[src/rtl/lsu_pkg.sv]
// Shared definitions for the MEM-stage load/store port.
// Holds the funct3 codes, FSM state encoding, legal memory strobes and load extension.
// Imported by lsu_align and lsu_mem_port; no ports.
package lsu_pkg;

  localparam logic [2:0] F3_B  = 3'b000;
  localparam logic [2:0] F3_H  = 3'b001;
  localparam logic [2:0] F3_W  = 3'b010;
  localparam logic [2:0] F3_BU = 3'b100;
  localparam logic [2:0] F3_HU = 3'b101;

  typedef enum logic [1:0] {
    S_IDLE  = 2'd0,
    S_BEAT1 = 2'd1,
    S_BEAT2 = 2'd2,
    S_RESP  = 2'd3
  } state_e;

  // The only strobe patterns the data memory accepts.
  localparam logic [3:0] STRB_B0 = 4'b0001;
  localparam logic [3:0] STRB_B1 = 4'b0010;
  localparam logic [3:0] STRB_H0 = 4'b0011;
  localparam logic [3:0] STRB_B2 = 4'b0100;
  localparam logic [3:0] STRB_H1 = 4'b0110;
  localparam logic [3:0] STRB_B3 = 4'b1000;
  localparam logic [3:0] STRB_H2 = 4'b1100;
  localparam logic [3:0] STRB_W  = 4'b1111;

  // Sign/zero extension of right-aligned load data according to funct3.
  function automatic logic [31:0] load_extend(input logic [2:0] f3, input logic [31:0] raw);
    logic [31:0] res;
    case (f3)
      F3_B:    res = {{24{raw[7]}}, raw[7:0]};
      F3_BU:   res = {24'h0, raw[7:0]};
      F3_H:    res = {{16{raw[15]}}, raw[15:0]};
      F3_HU:   res = {16'h0, raw[15:0]};
      default: res = raw;
    endcase
    return res;
  endfunction

endpackage

[src/rtl/lsu_align.sv]
// Lane alignment for one memory beat: byte strobes, shifted write data, merged load data.
// Purely combinational, zero latency.
// Ports: off/funct3/split/second describe the access and beat; wdata in; beat1/beat2 read words in.
module lsu_align
  import lsu_pkg::*;
(
  input  logic [1:0]  off,
  input  logic [2:0]  funct3,
  input  logic        split,
  input  logic        second,
  input  logic [31:0] wdata,
  input  logic [31:0] beat1_dat,
  input  logic [31:0] beat2_dat,
  output logic [3:0]  strb,
  output logic [31:0] wr_din,
  output logic [31:0] ld_data
);

  logic [3:0]  size_mask;
  logic [5:0]  hi_sh;
  logic [31:0] merged;
  logic        is_half;

  always_comb begin
    is_half = (funct3[1:0] == 2'b01);
    case (funct3[1:0])
      2'b01:   size_mask = STRB_H0;
      2'b10:   size_mask = STRB_W;
      default: size_mask = STRB_B0;
    endcase

    // Split accesses only happen for H@3 and W@2: first beat fills the top
    // lanes of the lower word, second beat the bottom lanes of the next word.
    if (!split)       strb = size_mask << off;
    else if (!second) strb = is_half ? STRB_B3 : STRB_H2;
    else              strb = is_half ? STRB_B0 : STRB_H0;

    // Second beat carries the bytes that spilled past lane 3.
    hi_sh  = 6'd32 - {1'b0, off, 3'b000};
    wr_din = second ? (wdata >> hi_sh) : (wdata << {off, 3'b000});

    // For non-split accesses only beat1 lanes reach the low bits.
    merged  = 32'({beat2_dat, beat1_dat} >> {off, 3'b000});
    ld_data = load_extend(funct3, merged);
  end

endmodule

[src/rtl/lsu_mem_port.sv]
// MEM-stage load/store initiator: latches one EX request, drives Data_mem beats, returns WB data.
// Ports: req_* handshake from EX, mem_* to the byte-strobed memory, rsp_* one-cycle pulse to WB.
// Latency: 2 cycles to response (3 when split, 1 on error); req_ready high only in IDLE.
module lsu_mem_port
  import lsu_pkg::*;
#(
  parameter  int Depth = 128,
  parameter  int Width = 32,
  localparam int AW    = $clog2(Depth) + 2
) (
  input  logic             clk,
  input  logic             reset,
  input  logic             req_valid,
  output logic             req_ready,
  input  logic             req_we,
  input  logic [2:0]       req_funct3,
  input  logic [31:0]      req_addr,
  input  logic [Width-1:0] req_wdata,
  input  logic [4:0]       req_rd,
  output logic             mem_we,
  output logic [3:0]       mem_wr_strb,
  output logic [Width-1:0] mem_wr_din,
  output logic [AW-1:0]    mem_rd_addr,
  output logic [AW-1:0]    mem_wr_addr,
  input  logic [Width-1:0] mem_rd_dout,
  output logic             rsp_valid,
  output logic [Width-1:0] rsp_data,
  output logic [4:0]       rsp_rd,
  output logic             rsp_err
);

  state_e           state_q, state_d;
  logic             we_q, we_d, split_q, split_d;
  logic [2:0]       f3_q, f3_d;
  logic [AW-1:0]    addr_q, addr_d;
  logic [Width-1:0] wdata_q, wdata_d, hold_q, hold_d;
  logic [4:0]       rd_q, rd_d, rsp_rd_q, rsp_rd_d;
  logic             rsp_valid_q, rsp_valid_d, rsp_err_q, rsp_err_d;
  logic [Width-1:0] rsp_data_q, rsp_data_d;

  logic             req_illegal, req_split, req_err;
  logic [1:0]       req_last;
  logic [32:0]      end_addr;
  logic             in_beat;
  logic [AW-1:0]    beat_addr;
  logic [3:0]       al_strb;
  logic [31:0]      al_din, al_ld;

  // Request decode, used only at the accepting edge.
  always_comb begin
    case (req_funct3)
      F3_B, F3_BU: req_last = 2'd0;
      F3_H, F3_HU: req_last = 2'd1;
      default:     req_last = 2'd3;
    endcase
    // Unsigned codes are meaningless for stores.
    req_illegal = !((req_funct3 == F3_B) || (req_funct3 == F3_H) || (req_funct3 == F3_W) ||
                    (!req_we && ((req_funct3 == F3_BU) || (req_funct3 == F3_HU))));
    end_addr  = {1'b0, req_addr} + {31'd0, req_last};
    req_split = ((req_funct3[1:0] == 2'b01) && (req_addr[1:0] == 2'd3)) ||
                ((req_funct3 == F3_W) && (req_addr[1:0] == 2'd2));
    req_err   = req_illegal || ((req_funct3 == F3_W) && req_addr[0]) ||
                (end_addr >= 33'(4 * Depth)) || (req_addr[31:AW] != '0);
  end

  lsu_align u_align (
    .off       (addr_q[1:0]),
    .funct3    (f3_q),
    .split     (split_q),
    .second    (state_q == S_BEAT2),
    .wdata     (wdata_q),
    .beat1_dat ((state_q == S_BEAT1) ? mem_rd_dout : hold_q),
    .beat2_dat (mem_rd_dout),
    .strb      (al_strb),
    .wr_din    (al_din),
    .ld_data   (al_ld)
  );

  always_comb begin
    state_d     = state_q;
    we_d        = we_q;
    f3_d        = f3_q;
    addr_d      = addr_q;
    wdata_d     = wdata_q;
    rd_d        = rd_q;
    split_d     = split_q;
    hold_d      = hold_q;
    rsp_valid_d = 1'b0;
    rsp_err_d   = 1'b0;
    rsp_data_d  = '0;
    rsp_rd_d    = '0;
    unique case (state_q)
      S_IDLE: begin
        if (req_valid) begin
          we_d    = req_we;
          f3_d    = req_funct3;
          addr_d  = req_addr[AW-1:0];
          wdata_d = req_wdata;
          rd_d    = req_rd;
          split_d = req_split;
          if (req_err) begin
            state_d     = S_RESP;
            rsp_valid_d = 1'b1;
            rsp_err_d   = 1'b1;
            rsp_rd_d    = req_rd;
          end else begin
            state_d = S_BEAT1;
          end
        end
      end
      S_BEAT1: begin
        if (!we_q) hold_d = mem_rd_dout;
        if (split_q) begin
          state_d = S_BEAT2;
        end else begin
          state_d     = S_RESP;
          rsp_valid_d = 1'b1;
          rsp_rd_d    = rd_q;
          rsp_data_d  = we_q ? '0 : al_ld;
        end
      end
      S_BEAT2: begin
        state_d     = S_RESP;
        rsp_valid_d = 1'b1;
        rsp_rd_d    = rd_q;
        rsp_data_d  = we_q ? '0 : al_ld;
      end
      S_RESP: state_d = S_IDLE;
    endcase
  end

  always_ff @(posedge clk or negedge reset) begin
    if (!reset) begin
      state_q     <= S_IDLE;
      we_q        <= 1'b0;
      f3_q        <= '0;
      addr_q      <= '0;
      wdata_q     <= '0;
      rd_q        <= '0;
      split_q     <= 1'b0;
      hold_q      <= '0;
      rsp_valid_q <= 1'b0;
      rsp_err_q   <= 1'b0;
      rsp_data_q  <= '0;
      rsp_rd_q    <= '0;
    end else begin
      state_q     <= state_d;
      we_q        <= we_d;
      f3_q        <= f3_d;
      addr_q      <= addr_d;
      wdata_q     <= wdata_d;
      rd_q        <= rd_d;
      split_q     <= split_d;
      hold_q      <= hold_d;
      rsp_valid_q <= rsp_valid_d;
      rsp_err_q   <= rsp_err_d;
      rsp_data_q  <= rsp_data_d;
      rsp_rd_q    <= rsp_rd_d;
    end
  end

  // Memory side is decoded from registered state only; errored requests
  // never enter a beat state, so they cannot write.
  always_comb begin
    in_beat     = (state_q == S_BEAT1) || (state_q == S_BEAT2);
    beat_addr   = {addr_q[AW-1:2], 2'b00} + ((state_q == S_BEAT2) ? AW'(4) : AW'(0));
    mem_we      = we_q && in_beat;
    mem_wr_strb = mem_we ? al_strb : 4'b0000;
    mem_wr_din  = mem_we ? al_din : '0;
    mem_rd_addr = in_beat ? beat_addr : '0;
    mem_wr_addr = in_beat ? beat_addr : '0;
  end

  assign req_ready = (state_q == S_IDLE);
  assign rsp_valid = rsp_valid_q;
  assign rsp_err   = rsp_err_q;
  assign rsp_data  = rsp_data_q;
  assign rsp_rd    = rsp_rd_q;

endmodule

[config.mk]
export PLATFORM = sky130hd
export DESIGN_NAME = lsu_mem_port
export DESIGN_NICKNAME = d
export VERILOG_FILES = /design/src/rtl/lsu_pkg.sv /design/src/rtl/lsu_align.sv /design/src/rtl/lsu_mem_port.sv
export SDC_FILE = /design/constraint.sdc
export NUM_CORES = 1
export LEC_CHECK = 0
export CAP_MARGIN = 20
export CORE_MARGIN = 4
export CORE_UTILIZATION = 45
export CTS_BUF_LIST = sky130_fd_sc_hd__clkbuf_8
export DETAILED_ROUTE_END_ITERATION = 10
export MAX_ROUTING_LAYER = met4
export PLACE_DENSITY = 0.78
export SLEW_MARGIN = 30
export SYNTH_ARGS = -nofsm -noshare
export SYNTH_HDL_FRONTEND = slang
export SYNTH_SLANG_ARGS = --single-unit
[constraint.sdc]
create_clock -name clk -period 3.1 [get_ports clk]
set_input_delay 0.465 -clock clk [delete_from_list [all_inputs] [get_ports clk]]
set_output_delay 0.465 -clock clk [all_outputs]
set_load 0.05 [all_outputs]
==> reports/metrics.sh <==
DRTANTENNAVIOLNETS=0
CTSLONGESTPATHBUFFERS=2
ROUTED_WIRE_LENGTH_PER_INSTANCE_UM=17.88
DRT-PASS1-ITER-COUNT=6
NETLIST_AREA_SQ_UM=7620
TIMING_MAX_TRANSITION_VIOLATIONS_FINAL=0
FINALWEIGHTEDCONGESTION=0.9011
NUM_VIAS=6923
RUN_STATUS='complete, no violations'
CP_CELL_SEQUENCE='buf_12 > mux2_2 > a21oi_1 > a2bb2oi_1 > nor2_4 > buf_12'
YS.WARNINGS.COUNT=0
RSZ0062_AT_GRT='false'
P_TOTAL_uW=12990
SYNTH.LARGEST_AREA_CELL='dfrtp_1'
FMAX_GHz=0.3405
SYNTH_FF_TYPE='dfrtp_1'
CTS-BUFFERS-INSERTED=17
CP_NUM_BUF_INV=2
SYNTH_EDF_COUNT=0
CP_MAX_FO=97
CTS_MAX_LEVEL=4
TIMING.CRITICAL_PATH.REQUIRED_NS=2.63
MOSTFREQUENTLAYOUTCELLS='nand2_1, clkdlybuf4s50_1, dfrtp_1, a21oi_1, mux2i_1'
REGISTER_BIT_TOTAL_FROM_SYNTHESIS=124
START_POINT_OF_THE_CRITICAL_PATH='addr_q[0]$_DFFE_PN0P_'
DETAIL_ROUTE.DRC_VIOLATIONS=0
MAXCAPVIOLATIONS=0
SYNTH.DISTINCT_CELLS=47
FINAL.SETUP.TNS_NS=0
YS_ASYNC_SR_FRACTION=1.000
PORT-BUFFER-COUNT=198
DETAILED_ROUTE_ITER0_VIOLATIONS=495
WORST_SLEW_SLACK_AS_A_FRACTION_OF_ITS_LIMIT=0.5342
TRITONCTS_SINKS=124
FINALHOLDVIOLCOUNT=0
VDD_DROP_MAX_mV=1.002
WORST_SLEW_PIN_SLEW_NS=0.6987
ENDPOINT_KIND='output pin'
RRSETUPSLACK_NS=0.66
GRT_ANTENNA_BEFORE_REPAIR=0
GRT_PASS1_VIAS=6824
ROUTE.FINAL.WIRE_LENGTH_UM=22400
WORSTREG2REGSTART='state_q[1]$_DFFE_PN0P_'
WIRE_LENGTH_OF_THE_FIRST_GLOBAL_ROUTING_PASS_UM=36470
SYNTHDOMINANTCELLAREASHARE=0.4072
FP.DIEW_UM=138.1
VIASPERCELL=5.525
INSERTEDDIODECOUNT=0
MIN_TCLK_POST_ROUTE_NS=2.937
STD_CELL_ROWS=47
POST_ROUTE_CELLS_DRIVE_ABOVE_1_SHARE=0.2052
CLOCK_LATENCY_NS=0.45
WORST_PATH_CLK_SLEW_NS=0.07
TOP_AREA_CELLS_IN_THE_SYNTHESIZED_NETLIST='dfrtp_1, nand2_1, mux2i_1'
CP_DATA_ARRIVAL_TIME_NS=2.47
CPMAXSTAGEDELAYCELL='dfrtp_4'
LAYOUT.NETS=1145
HPWLAFTERDP_UM=16160
GATE_COUNT_OF_THE_MAPPED_NETLIST=854
DESIGN.CORE.AREA_SQ_UM=16580
CP-START-KIND='flip-flop'
CTS_ROOT_BUF='clkbuf_8'
CRIT_PATH_MAX_INCR_DELAY_NS=0.43
SETUP_CLOCK_SKEW_AFTER_LAYOUT_NS=0.01284
LAYOUT_WORST_PATH_CYCLE_SHARE=0.9473
SETUP_VIOLATIONS=0
CRITPATHKIND='reg2out'
LAYOUT.CELLS.MOST_COMMON='nand2_1'
TIMING.HOLD.WORST.CLASS='in2async'
POWER.DENSITY_CELL_AREA_nW_PER_UM2=1208
GRT_OVERFLOW=0
CTS.HOLD.BUFFERS_ADDED=0
FLOORPLAN.DIE.HEIGHT_UM=138.1
FLOW.AREA_GROWTH_FROM_SYNTHESIS_PCT=41.07
CRITICAL-PATH-TOP-CELL-BY-COUNT='buf_12'
INITIAL_UTILIZATION=0.4595
WORST_PATH_DOMINANT_CELL_FAMILY='buffers and inverters'
FLOORPLAN.DIE_AREA_SQ_UM=19080
GRT_UTIL_ALL_LAYERS=0.2425
YS_SEQ_AREA_FRAC=0.4072
MAXIMUM_NUMBER_OF_PINS_ON_ONE_NET_BEFORE_GLOBAL_ROUTE_REPAIR=98
BOUNDARYPINS=203
P_LEAK_uW=0.004697
POSTSYNTHAREAPERCELL_SQ_UM=8.922
TRITONCTS_CLOCK_TREE='built'
cell type report:
type                       count  area, sq um
inverter                      11        41.29
clock inverter                10        102.6
timing repair buffer         219         2623
tap                          220        275.3
multi-input combinational    650         4339
sequential                   124         3107
clock buffer                  19        261.5
fill                        1368         5834
path summary, 6_finish.rpt:
| path | endpoint | depth (start not counted) |
|---|---|---|
| worst max-delay path | mem_wr_din[24] | 6 |
| worst min-delay path | rsp_data[9]$_DFF_PN0_ | 1 |
| worst max register to register | rsp_data[9]$_DFF_PN0_ | 9 |
| worst min register to register | rd_q[2]$_DFFE_PN0P_ | 2 |
| max in group asynchronous | hold_q[2]$_DFFE_PN0P_ | 2 |
| min in group clk | rd_q[2]$_DFFE_PN0P_ | 2 |
routing by layer:
| metal | GRT usage | share of wire |
|---|---|---|
| met4 | 0.06604 | 0.019 |
| met2 | 0.3911 | 0.49 |
| met1 | 0.3096 | 0.42 |
| met5 | - | 0 |
| met3 | 0.05628 | 0.075 |
Yosys cell counts, drive strengths merged (4+ instances only):
| cell type | instances |
|---|---|
| nand2 | 186 |
| dfrtp | 124 |
| a21oi | 76 |
| nor2 | 76 |
| mux2i | 66 |
| mux2 | 53 |
| o21ai | 45 |
| buf | 41 |
| clkbuf | 31 |
| nor2b | 19 |
| o22a | 17 |
| ha | 14 |
| inv | 11 |
| nor3 | 11 |
| a22oi | 8 |
| a2bb2oi | 8 |
| and2 | 8 |
| mux4 | 8 |
| nor4 | 6 |
| o21bai | 6 |
| nand2b | 5 |
| nand3 | 5 |
| xnor2 | 4 |
worst register-to-register path, delay by kind of cell (launching register included):
kind,cells,cell delay [ns]
AOI/OAI and AO/OA,2,0.22
muxes,2,0.51
adders and majority gates,1,0.31
buffers and inverters,3,0.77
DFF,1,0.39
and+or+nand+nor,1,0.07
timing repair:
item / CTS / global route
resized for setup: 0 / 1
endpoints found under the setup margin: 0 / 2
buffers inserted: 0 / 0
endpoints found under the hold margin: 0 / 0
state kept, by name, summed over array words and instances, names as in the netlist:
| register | flops |
|---|---|
| rsp_rd | 5 |
| rsp_data | 32 |
| state_q | 2 |
| rd_q | 5 |
| we_q | 1 |
| rsp_err | 1 |
| rsp_valid | 1 |
| addr_q | 9 |
| hold_q | 32 |
| wdata_q | 32 |
| split_q | 1 |
| f3_q | 3 |
report_power, final:
part,internal [uW],total [uW],switching (uW)
Sequential,2370,2950,578
Clock,730,1360,625
Combinational,3540,8680,5150
Total,6640,13000,6350
through the flow:
stage                     cell area (sq um)  std cells  hold slack, ns  setup slack [ns]    util
after detailed placement              10380       1224          0.4625            0.5475  0.6261
final                                 10750       1253         0.01158            0.1632  0.6482
after floorplan                        7828        857          0.1694           0.02524       -
after CTS                             10750       1253        0.003138            0.1020  0.6480
after global routing                  10750       1253         0.04757           0.04781  0.6482
after global placement                10380       1224          0.4599            0.5700  0.6261
cells by family after synthesis:
kind of cell             Yosys count  share of synthesized area
AND/OR/NAND/NOR                  322                     0.1768
AO/OA/AOI/OAI                    177                     0.1456
multiplexers                     127                     0.1887
flip-flops                       124                     0.4072
buffers and inverters             83                    0.05123
adder cells (fa/ha/maj)           14                    0.02299
XOR/XNOR                           6                   0.006896
other                              1                  0.0004921
Note: power is estimated with default switching activity, not from simulation.
